$ cat src/rtl/seg_scan.sv
// Four-digit multiplexed 7-segment scanner: ON/BLANK time slicing per digit, per-scan
// input snapshot, leading-zero suppression and active-low anode/decimal-point drives.
module seg_scan #(
   parameter int unsigned ON_CYCLES    = 100000,
   parameter int unsigned BLANK_CYCLES = 1000
) (
   input  logic        clk_i,
   input  logic        rst_i,
   input  logic [15:0] value_i,
   input  logic [3:0]  digit_en_i,
   input  logic [3:0]  dp_i,
   input  logic        lz_i,
   output logic [3:0]  hex_o,
   output logic [3:0]  an_o,
   output logic        dp_o,
   output logic [1:0]  idx_o
);

   localparam int unsigned MaxCyc = (ON_CYCLES > BLANK_CYCLES) ? ON_CYCLES : BLANK_CYCLES;
   localparam int unsigned CntW   = $clog2(MaxCyc + 1);

   typedef enum logic {StOn, StBlank} state_e;

   state_e            state_q, state_d;
   logic [CntW-1:0]   cnt_q, cnt_d;
   logic [1:0]        idx_q, idx_d;
   logic              capture;

   logic [15:0]       snap_value_q;
   logic [3:0]        snap_en_q;
   logic [3:0]        snap_dp_q;
   logic              snap_lz_q;

   logic [3:0]        supp;
   logic              lit;

   always_ff @(posedge clk_i or posedge rst_i) begin
      if (rst_i) begin
         state_q      <= StBlank;
         cnt_q        <= '0;
         idx_q        <= 2'd3;
         snap_value_q <= '0;
         snap_en_q    <= '0;
         snap_dp_q    <= '0;
         snap_lz_q    <= 1'b0;
      end else begin
         state_q <= state_d;
         cnt_q   <= cnt_d;
         idx_q   <= idx_d;
         if (capture) begin
            snap_value_q <= value_i;
            snap_en_q    <= digit_en_i;
            snap_dp_q    <= dp_i;
            snap_lz_q    <= lz_i;
         end
      end
   end

   always_comb begin
      state_d = state_q;
      cnt_d   = cnt_q + CntW'(1);
      idx_d   = idx_q;
      capture = 1'b0;
      unique case (state_q)
         StOn: begin
            if (cnt_q == CntW'(ON_CYCLES - 1)) begin
               state_d = StBlank;
               cnt_d   = '0;
            end
         end
         StBlank: begin
            if (cnt_q == CntW'(BLANK_CYCLES - 1)) begin
               state_d = StOn;
               cnt_d   = '0;
               idx_d   = idx_q + 2'd1;
               // Snapshot once per scan so a scan never mixes old and new digits.
               capture = (idx_q == 2'd3);
            end
         end
         default: begin
            state_d = StBlank;
            cnt_d   = '0;
         end
      endcase
   end

   // Suppression ripples down from the most significant digit; digit 0 is always shown.
   always_comb begin
      supp    = 4'b0000;
      supp[3] = snap_lz_q && (snap_value_q[15:12] == 4'h0);
      supp[2] = supp[3] && (snap_value_q[11:8] == 4'h0);
      supp[1] = supp[2] && (snap_value_q[7:4] == 4'h0);
   end

   always_comb begin
      lit   = (state_q == StOn) && snap_en_q[idx_q] && !supp[idx_q];
      hex_o = snap_value_q[{idx_q, 2'b00} +: 4];
      an_o  = lit ? ~(4'b0001 << idx_q) : 4'b1111;
      dp_o  = lit ? ~snap_dp_q[idx_q] : 1'b1;
      idx_o = idx_q;
   end

endmodule

$ cat config.mk
export PLATFORM = sky130hd
export DESIGN_NAME = seg_scan
export DESIGN_NICKNAME = d
export VERILOG_FILES = /design/src/rtl/seg_scan.sv
export SDC_FILE = /design/constraint.sdc
export NUM_CORES = 1
export LEC_CHECK = 0
export ABC_CLOCK_PERIOD_IN_PS = 2750
export BUFFER_PORTS_ARGS = -buffer_cell sky130_fd_sc_hd__buf_2
export CORE_UTILIZATION = 55
export CTS_CLUSTER_DIAMETER = 200
export DETAILED_ROUTE_END_ITERATION = 8
export PLACE_DENSITY = 0.77
export SYNTH_ARGS = -nofsm -noshare
export SYNTH_HDL_FRONTEND = slang
export SYNTH_SLANG_ARGS = --single-unit
$ cat constraint.sdc
create_clock -name clk_i -period 2.75 [get_ports clk_i]
set_clock_uncertainty 0.2 [all_clocks]
set_input_delay 0.275 -clock clk_i [delete_from_list [all_inputs] [get_ports clk_i]]
set_output_delay 0.275 -clock clk_i [all_outputs]
set_load 0.02 [all_outputs]
Yosys cells after proc, flatten, opt, wreduce, memory -nomap -nowiden
Cells that the tools add are included.
Widths: inputs -> output; s select.

operators by class
  order comparisons = 1
  reductions and logical operators = 10
  bitwise logic cells = 3
  muxes and demuxes = 16
  $add $sub $neg = 2
  shift-type cells = 2
  eq/ne operators = 3

operators with widths
  operator               number
  $mux 17                2
  $pmux 17 s2            1
  $add 17x1->17 const B  1
  $eq 17x10->1 const B   1
  $eq 17x17->1 const B   1
  $shiftx 16x5->4        1
  $logic_not 4->1        3
  $mux 1                 8
  $bmux 1 s2             3
  $logic_and 1x1->1      5
  $mux 4                 1
  $not 4->4              1
  $shl 1x2->4 const A    1
  $lt 2x3->1 const B     1
  $add 2x1->2 const B    1
  $eq 2x2->1 const B     1
  $not 1->1              2
  $pmux 1 s2             1
  $reduce_and 2->1       1
  $logic_not 1->1        1

word-level totals
  input port bits = 27
  word-level logic and storage cells = 44
  register bits after elaboration = 45

Depth between registers and ports, before layout
Gate-level depths: netlist of the first run.

  depth in word-level cells = 9
  mapped depth = 6
  mapped depth without buffers = 5

Worst setup path after synthesis of the first run
No wires, ideal clock.

  kind = register to output
  start = register idx_q[0] (netlist: idx_o[0])
  end = output port an_o[0]
  setup slack = 0.395 ns
  data required time = 2.275 ns
  buffers on the path = 1
  arrival = 1.880 ns
  cell stages (with the launch flop) = 5
  path through = dfstp_2 > clkbuf_1 > mux4_2 > o311a_1 > nand2_1

on the way
  longest elaborated chain between the ends = 5
  elaborated cells between the ends (all ways) = 10
  those cells by class = shift (1); mux (5); bitwise (1); reduce/logical (3)

RTL lines
  item                                                         RTL line  source
  start: declaration                                           26        logic [1:0] idx_q, idx_d;
  start signal: assignment                                     49        idx_q <= idx_d;
  $bmux 1 s2                                                   96        lit = (state_q == StOn) && snap_en_q[idx_q] && !supp[idx_q];
  $mux 1 (not written as such)                                 96
  $logic_and 1x1->1 / $logic_not 1->1 (equally long branches)  96
  $logic_and 1x1->1                                            96
  $mux 4 *                                                     98        an_o = lit ? ~(4'b0001 << idx_q) : 4'b1111;
  end: declaration                                             14        output logic [3:0] an_o,

Mark *: on every way between the ends. The rest lies on a longest branch, timed or not. The select of a mux whose other input is x is not followed.

Worst setup path in the final report of the first run
Ends and elaborated chain as after synthesis.

==> results of run 1 <==
==> power groups by stage <==
stage                     sequential (mW)  combinational (mW)  clock, mW
after floorplan                     0.700              0.0415          0
after global placement              0.704              0.0685          0
after detailed placement            0.705              0.0725          0
after CTS                           0.692              0.0783      0.493
after global routing                0.695              0.0862      0.518
final                               0.692              0.0783      0.487
==> cells in the mapped netlist <==
| cell type | count |
|---|---|
| dfrtp_1 | 42 |
| mux2_2 | 23 |
| nor2_1 | 15 |
| nand2_1 | 13 |
| xnor2_1 | 8 |
| xor2_1 | 8 |
| nand4_1 | 7 |
| mux4_2 | 6 |
| and4_1 | 5 |
| ha_1 | 5 |
| inv_1 | 5 |
| nand3_1 | 5 |
| a21oi_1 | 3 |
| clkbuf_1 | 3 |
| dfstp_2 | 3 |
| nor3_1 | 3 |
| nor4_1 | 3 |
| buf_2 | 2 |
| mux2_1 | 2 |
| or4_4 | 2 |
| and2_1 | 1 |
| and3_1 | 1 |
| buf_6 | 1 |
| nand3_2 | 1 |
| nand4b_1 | 1 |
| nor2_2 | 1 |
| nor3b_1 | 1 |
| nor4b_1 | 1 |
| o21ai_0 | 1 |
| o2bb2ai_2 | 1 |
| o311a_1 | 1 |
| or4bb_1 | 1 |
==> per-layer routing <==
layer  routed length (um)  share of wire (%)
met3                  244                5.6
met1                 1900                 44
met4                   57                1.3
met5                    0                  0
met2                 2150                 49
==> flip-flops by register name, indices dropped and copies added, names as in the netlist <==
| register | cells |
|---|---|
| snap_value_q | 16 |
| snap_dp_q | 4 |
| state_q | 1 |
| snap_lz_q | 1 |
| snap_en_q | 4 |
| cnt_q | 17 |
| idx_o | 2 |
==> logic make-up (layout without fill, tap and decap cells) <==
logic type	Yosys count	count (layout)	synth area share (%)
AND/OR/NAND/NOR	61	61	15.5
buffers and inverters	11	61	2.35
AO/OA/AOI/OAI	6	6	2.06
flip-flops	45	45	51.7
adder cells (fa/ha/maj)	5	5	2.86
XOR/XNOR	16	16	6.41
multiplexers	31	31	19.1
==> timing repair <==
item | 4_1_cts | 5_1_grt
hold buffers | 5 | 2
hold endpoints to repair | 46 | 2
buffers inserted | 0 | 0
endpoints found under the setup margin | 0 | 0
==> critical path: stages, from the launching register on <==
cell	delay (ns)
dfstp_2	0.64
nor3b_1	0.23
a21oi_1	0.09
o311a_1	0.45
nand2_1	0.10
buf_2	0.16
==> metrics by stage <==
stage          utilization [%]  instance area (um2)  setup WS (ns)
2_1_floorplan                -                 2180          0.395
3_3_place_gp              64.8                 2430          0.413
3_5_place_dp              64.8                 2430          0.327
4_1_cts                   69.1                 2580          0.283
5_1_grt                   69.6                 2610          0.171
6_report                  69.6                 2610          0.308
==> how the worst min path moves through the flow <==
stage | from | endpoint | slack, ns
floorplan | dp_i[2] | snap_dp_q[2]$_DFFE_PP0P_ | 0.21
global placement | rst_i | snap_en_q[2]$_DFFE_PP0P_ | 0.24
detailed placement | rst_i | snap_en_q[0]$_DFFE_PP0P_ | 0.25
CTS | value_i[12] | snap_value_q[12]$_DFFE_PP0P_ | 0.00008
global route | value_i[15] | snap_value_q[15]$_DFFE_PP0P_ | 0.002
finish | value_i[12] | snap_value_q[12]$_DFFE_PP0P_ | 0.001
==> cell usage in the layout, fill, tap and decap left out, types with 6 or more instances in the layout <==
master,count
buf_2,37
dfrtp_1,42
dlygate4sd3_1,7
mux2_2,23
mux4_2,6
nand2_1,13
nand4_1,7
nor2_1,15
xnor2_1,8
xor2_1,8
==> cell type report <==
| class | instances | area (um2) | share of cell area (%) |
|---|---|---|---|
| clock buffers | 6 | 72.6 | 2.79 |
| inverters | 5 | 18.8 | 0.720 |
| multi-input cells | 119 | 1000 | 38.5 |
| clock inverters | 2 | 35.0 | 1.34 |
| flip-flops and latches | 45 | 1130 | 43.4 |
| repair buffers | 48 | 285 | 11.0 |
| well taps | 48 | 60.1 | 2.31 |
==> metrics, run 1 <==
chip height about 65 um; synth top area cells dfrtp_1 (48%), mux2_2 (12%), mux4_2 (6.2%); share of layout cells above drive strength 1 37.8%; Final HPWL DP roughly 3200 um; htree depth 2; cell row count 22; WP data arrival roughly 2.0 ns; Synth Cell Area ~2200 um2; Initial DRC Count between 70 and 80; Peak VDD IR 0.000491 V; Flop pwr share approximately 55%; RD Place Congestion between 0.8 and 0.9; sequential area share after synthesis 51.7%; vias in the first global route approximately 1,600; CP endpoint an_o[0]; cell count after synthesis between 150 and 200; clk sinks 45; final hold vios 0; global-route track usage on met3 6.51%; Reg-to-Reg End cnt_q[8]$_DFF_PP0_; switching pwr ~0.26 mW; switching share of total power 21.0%; Starting Density 58.4%; Synth-to-Final Area Change 19.2%; first-pass GRT wire length 7160 um; CTS Root Buffer Type clkbuf_8; final WL around 4400 um; Final TNS setup 0 ns; Clk pin slew, worst setup/hold paths ~0.080 ns; routed len/inst between 15 and 20 um; critical path launch point idx_o[0]$_DFFE_PP1P_; WHS 0.00117 ns; Comb power frac slightly above 6%; critical path fanouts, max 7; pin count of the biggest net entering global routing 46; number of vias per cell 5.66; Lkg Pwr approximately 1.1 nW; Yosys top cell area share about 48%; Num CTS Buffers 5; layout filler cell count around 290; post-cts gate resize count 0; Worst R2R Start cnt_q[13]$_DFF_PP0_; fin cells 273; remaining antenna violation count 0; Global Route Usage Sum between 20% and 30%; PD cells 483 nW/um2; CTS tree yes; grt ovf 0; total of max-cap violations 0; syn nets a little over 200; Worst setup EP type output port; # setup viols final 0; clock power share just under 40%; R2R depth 4; GRT met2 Usage a little under two fifths; WS Path Type flop to output port; hold depth 2; Die W around 65 um; busiest grt layer met2; core area between 3000 and 4000 um2; Internal Power about 0.99 mW; Clock Path Buffers 2; Final Max Slew Viols 0; Syn Area/Cell between 10 and 15 um2; Critical Path RT 2.28 ns; GR Util met1 just under 30%; Yosys cell types 32; DR vias about 1,500; die area around 4200 um2; I/O Buffers 37; fmax around 0.4 GHz; n_diodes 0; RSZ-0062 raised after global routing no; drt pass-1 iters 4; run status finished clean; minimum clock period 2.44 ns; nature of the critical path startpoint flop; Worst Hold Class input port to flop; fin crit share between 80 and 90%; largest area contributor in the netlist dfrtp_1; initial antenna violation count 0; final layout net count 256; Pwr Total ~1.3 mW; Ys Warns 0; Inst Count DP approximately 260; register bit total from synthesis 45; Worst Tran Pin Value ~0.56 ns; Residual DRC 0; Top-Level Pins 38; slew margin rel. ~63%; Reg2Reg Setup Slack 0.33 ns; clock latency on the worst-skew pair ~0.30 ns
Note: power is estimated with default switching activity, not from simulation.
==> run 2: changes to the inputs <==
- CORE_ASPECT_RATIO: default -> 2
- SLEW_MARGIN: default -> 40
==> run 2 against run 1 <==
Clock power grew 3%. Worst setup slack gained 0.0057 ns. Register-to-register slack gained 0.02 ns. First-iteration DRC count shrank 67%. Routed wire length grew 1.7%. Final area shrank 1.3%. Die area grew 0.36%. Sequential share of layout area grew 0.59 points. Maximum frequency grew 0.24%. Utilization shrank 2.7 points. Cell count shrank 0.73%. Critical path type unchanged. Highest routed layer unchanged.
==> metrics, run 2 (synthesized netlist as in run 1, its figures left out) <==
vias in the first global route between 1,500 and 2,000; DP Area approximately 2400 um2; share of layout cells above drive strength 1 a little under two fifths; final setup margin 0.314 ns; slew margin rel. a little over three fifths; Final Max Slew Viols 0; Worst Hold Class input port to flop; CTS Root Buffer Type clkbuf_8; CP bufs+invs 1; Num CTS Buffers 5; clock latency on the worst-skew pair 0.29 ns; total of max-cap violations 0; initial antenna violation count 0; delay-heaviest family, CP flip-flops; grt ovf 0; largest reg by FF count cnt_q; Die W approximately 47 um; first-pass GRT wire length roughly 7100 um; htree depth 2; Critical Path RT around 2.3 ns; number of vias per cell ~5.6; final hold vios 0; Clk pin slew, worst setup/hold paths 0.08 ns; final layout net count around 250; max reg flops 17; drt pass-1 iters 4; nature of the critical path startpoint flop; DR vias roughly 1,500; PD cells between 400 and 500 nW/um2; RSZ-0062 raised after global routing no; remaining antenna violation count 0; RD Place Congestion around 0.85; slowest stage delay, CP ~0.65 ns; n_diodes 0; Clock Path Buffers 2; Initial DRC Count 25; Largest regs cnt_q: 17 flops, snap_value_q: 16 flops; Worst setup EP type output port; clk sinks between 40 and 50; Placement Setup Slack ~0.35 ns; I/O Buffers 37; Peak VDD IR around 0.00045 V; Final HPWL DP 3390 um; die area 4240 um2; Worst Tran Pin Value 0.560 ns; fin crit share approximately nine tenths; critical path fanouts, max 7; final WL 4430 um; Post-Layout Inst Area ~2600 um2; Global Route Usage Sum between 20% and 30%; slowest library cell on the worst path dfstp_2; most common cell after layout, fill and taps aside dfrtp_1; critical path cell sequence mux4_2 -> o311a_1 -> nand2_1 -> buf_2; run status finished clean; Synth-to-Final Area Change 17.6%; fmax 0.410 GHz; chip height 91.1 um; commonest non-fill, non-tap cells in the layout dfrtp_1 (42), buf_2 (37), mux2_2 (23), nor2_1 (15), nand2_1 (13); WP data arrival 1.96 ns; CTS tree yes; minimum clock period 2.44 ns; # setup viols final 0; Starting Density a little under three fifths; pin count of the biggest net entering global routing 46; WS Path Type flop to output port; Top-Level Pins 38; Lkg Pwr 1.13 nW; cell row count 32; core area about 3800 um2; routed len/inst around 16 um; Residual DRC 0; Final TNS setup 0 ns
run 2: changes by cell type in the layout (fill, tap and decap cells not counted):
cell           before  now
dlygate4sd3_1       7    3
buf_4               4    3
clkbuf_8            5    6
clkinv_2            1    0
run 2: path summary, 6_finish.rpt:
check                      slack [ns]  depth (start not counted)                      endpoint                  from
setup / recovery                 0.31                          4                       an_o[0]  idx_o[0]$_DFFE_PP1P_
setup reg to reg                 0.35                          4           cnt_q[15]$_DFF_PP0_   cnt_q[13]$_DFF_PP0_
max in group asynchronous        1.50                          4           cnt_q[13]$_DFF_PP0_                 rst_i
hold / removal                  0.007                          2      snap_dp_q[2]$_DFFE_PP0P_               dp_i[2]
hold reg to reg                  0.30                          1            cnt_q[0]$_DFF_PP0_    cnt_q[0]$_DFF_PP0_
min in group asynchronous        0.45                          4  snap_value_q[12]$_DFFE_PP0P_                 rst_i
run 2: through the flow:
stage | cells | utilization, % | hold WS [ns] | power [mW]
after floorplan | 175 | - | 0.207 | 0.742
after global placement | 260 | 63.1 | 0.234 | 0.774
after detailed placement | 260 | 63.1 | 0.246 | 0.778
after CTS | 270 | 66.6 | 0.000620 | 1.28
after global routing | 271 | 66.9 | 0.00290 | 1.32
final | 271 | 66.9 | 0.00711 | 1.27
run 2: layout make-up:
type	instances	area, um2
fillers	305	1270
inverters	5	18.8
flip-flops and latches	45	1130
repair buffers	43	238
multi-input cells	119	1000
clock inverters	1	30.0
well taps	51	63.8
clock buffers	7	86.3
run 2: routing by layer:
layer / part of all wire [%] / track usage (%)
met1: 33 / 20.5
met5: 0 / 0
met3: 3.3 / 4.37
met4: 4.3 / 13.0
met2: 59 / 45.0
run 2: timing repair:
action / in CTS / in global routing
buffers inserted: 0 / 0
setup endpoints to repair: 0 / 0
endpoints found under the hold margin: 43 / 1
gates resized for setup: 0 / 0
hold buffers: 2 / 1
run 2: power by group:
part	switching, mW	leakage (nW)	internal (mW)
Combinational	0.0334	0.525	0.0398
Sequential	0.0132	0.545	0.680
Clock	0.206	0.0585	0.296
Total	0.252	1.13	1.02
==> run 3: changes to the inputs <==
- ABC_CLOCK_PERIOD_IN_PS: 2750 -> 2300
- clock period: 2.75 -> 2.3 ns (I/O delays scaled with it)
==> run 3 against run 2 <==
Sequential cell count is the same. Clock power shrank 6.0%. Worst setup slack lost 0.27 ns. Highest routed layer unchanged. Power grew 13%. Global-route usage grew 5.1 points. Die area is the same. Register-to-register slack lost 0.26 ns. Count of clock-buffer cells in the layout is the same. Cell count grew 11%. Sequential share of layout area shrank 4.2 points. Combinational power grew 69%.
==> metrics, run 3 (synthesized netlist as in run 1, its figures left out) <==
Synth-to-Final Area Change 30.1%; WL met2 3170 um; drt pass-1 iters 4; commonest non-fill, non-tap cells in the layout dfrtp_1 (42), buf_2 (35), dlygate4sd3_1 (26), mux2_2 (23), nor2_1 (15); clk sinks 45; Num CTS Buffers 5; Reg-to-Reg End cnt_q[3]$_DFF_PP0_; Max Used Layer met4; final WL roughly 5500 um; final layout net count around 280; Final Max Slew Viols 0; M1 wire length 1890 um; Final TNS setup 0 ns; largest reg by FF count cnt_q; cell row count 32; remaining antenna violation count 0; metal3 WL 199 um; Peak VDD IR 0.000471 V; Reg2Reg Setup Slack approximately 0.09 ns; fmax 0.444 GHz; chip height just over 90 um; CTS tree yes; minimum clock period 2.25 ns; Worst setup EP type output port; Global Route Usage Sum between 20% and 30%; number of vias per cell between 5 and 6; R2R depth 5; WS Path Type flop to output port; I/O Buffers 37; Initial DRC Count 19; PD cells ~500 nW/um2; max reg flops 17; Lkg Pwr 1.25 nW; Starting Density about 57%; share of layout cells above drive strength 1 between 30% and 40%; WHS 0.309 ns; fin crit share between 90 and 100%; routed len/inst around 18 um; Pwr Total between 1 and 1.5 mW; Final HPWL DP roughly 3600 um; clock latency on the worst-skew pair around 0.30 ns; slowest library cell on the worst path dfstp_2; Largest regs cnt_q: 17 flops, snap_value_q: 16 flops; RD Place Congestion ~0.86; RSZ-0062 raised after global routing no; run status finished clean; initial antenna violation count 1; Worst Tran Pin Value ~0.56 ns; nature of the critical path startpoint flop; DR vias around 1,700; Die W about 47 um; Top-Level Pins 38; total of max-cap violations 0; critical path cell sequence mux4_2 -> o311a_4 -> nand2_1 -> buf_2; Residual DRC 0; core area slightly below 4000 um2; most common cell after layout, fill and taps aside dfrtp_1; final hold vios 0; pin count of the biggest net entering global routing 46; CTS Root Buffer Type clkbuf_8; Clk pin slew, worst setup/hold paths approximately 0.080 ns; Worst R2R Start cnt_q[14]$_DFF_PP0_; post-CTS setup buffers 0; first-pass GRT wire length between 8000 and 9000 um; slowest stage delay, CP around 0.59 ns; CP endpoint an_o[2]; critical path fanouts, max 5; slew margin rel. a little over three fifths; die area between 4000 and 5000 um2; htree depth 2; Clock Path Buffers 2; # setup viols final 0; grt ovf 0; Worst Hold Class flop to flop; critical path launch point idx_o[0]$_DFFE_PP1P_; WP data arrival 1.82 ns; vias in the first global route around 1,900; Critical Path RT 1.87 ns
==> run 3: area by class of cell <==
cell class | count | area (um2)
fillers | 259 | 1000
repair buffers | 73 | 526
diodes | 1 | 2.50
inverters | 5 | 18.8
clock buffers | 7 | 76.3
flip-flops and latches | 45 | 1130
multi-input cells | 119 | 1020
well taps | 51 | 63.8
clock inverters | 1 | 5.00
==> run 3: worst max-delay path: cells and delay by family, from the launching register on <==
family,cells,cell delay (ns)
buffers and inverters,1,0.16
flip-flops,1,0.59
AO/OA/AOI/OAI,1,0.18
multiplexers,1,0.53
AND/OR/NAND/NOR,1,0.08
==> run 3: metal layers <==
layer  global-route usage, %  vias up
li1                        -      776
met1                    29.0      880
met2                    49.7       57
met3                    5.17       22
met4                    18.9        0
met5                       0        -
==> run 3: what timing repair did <==
action,in CTS,in global routing
cloned,0,0
gates resized for setup,1,3
hold buffers,26,0
setup endpoints to repair,5,5
endpoints found under the hold margin,67,0
pin swaps,1,0
==> run 3: worst min-delay path by stage <==
stage,startpoint,depth (start not counted),endpoint,slack [ns]
finish,cnt_q[0]$_DFF_PP0_,1,cnt_q[0]$_DFF_PP0_,0.31
global route,cnt_q[0]$_DFF_PP0_,1,cnt_q[0]$_DFF_PP0_,0.32
CTS,cnt_q[0]$_DFF_PP0_,1,cnt_q[0]$_DFF_PP0_,0.31
detailed placement,rst_i,3,snap_en_q[2]$_DFFE_PP0P_,0.20
global placement,rst_i,3,snap_en_q[3]$_DFFE_PP0P_,0.18
floorplan,dp_i[2],1,snap_dp_q[2]$_DFFE_PP0P_,0.16
==> run 3: power breakdown <==
part	switching (mW)	leakage [nW]	total, mW	internal (mW)
clock network	0.258	0.0422	0.472	0.214
registers	0.0191	0.545	0.832	0.813
logic	0.0495	0.665	0.124	0.0748
==> run 3: metrics by stage <==
stage	instances	worst slack, ns	utilization, %	cell area (um2)
after floorplan	175	0.140	-	2190
after global placement	267	0.135	64.4	2480
after detailed placement	267	0.0913	64.4	2480
after CTS	301	0.0446	73.6	2830
after global routing	302	0.00745	73.9	2840
final	302	0.0486	73.9	2840
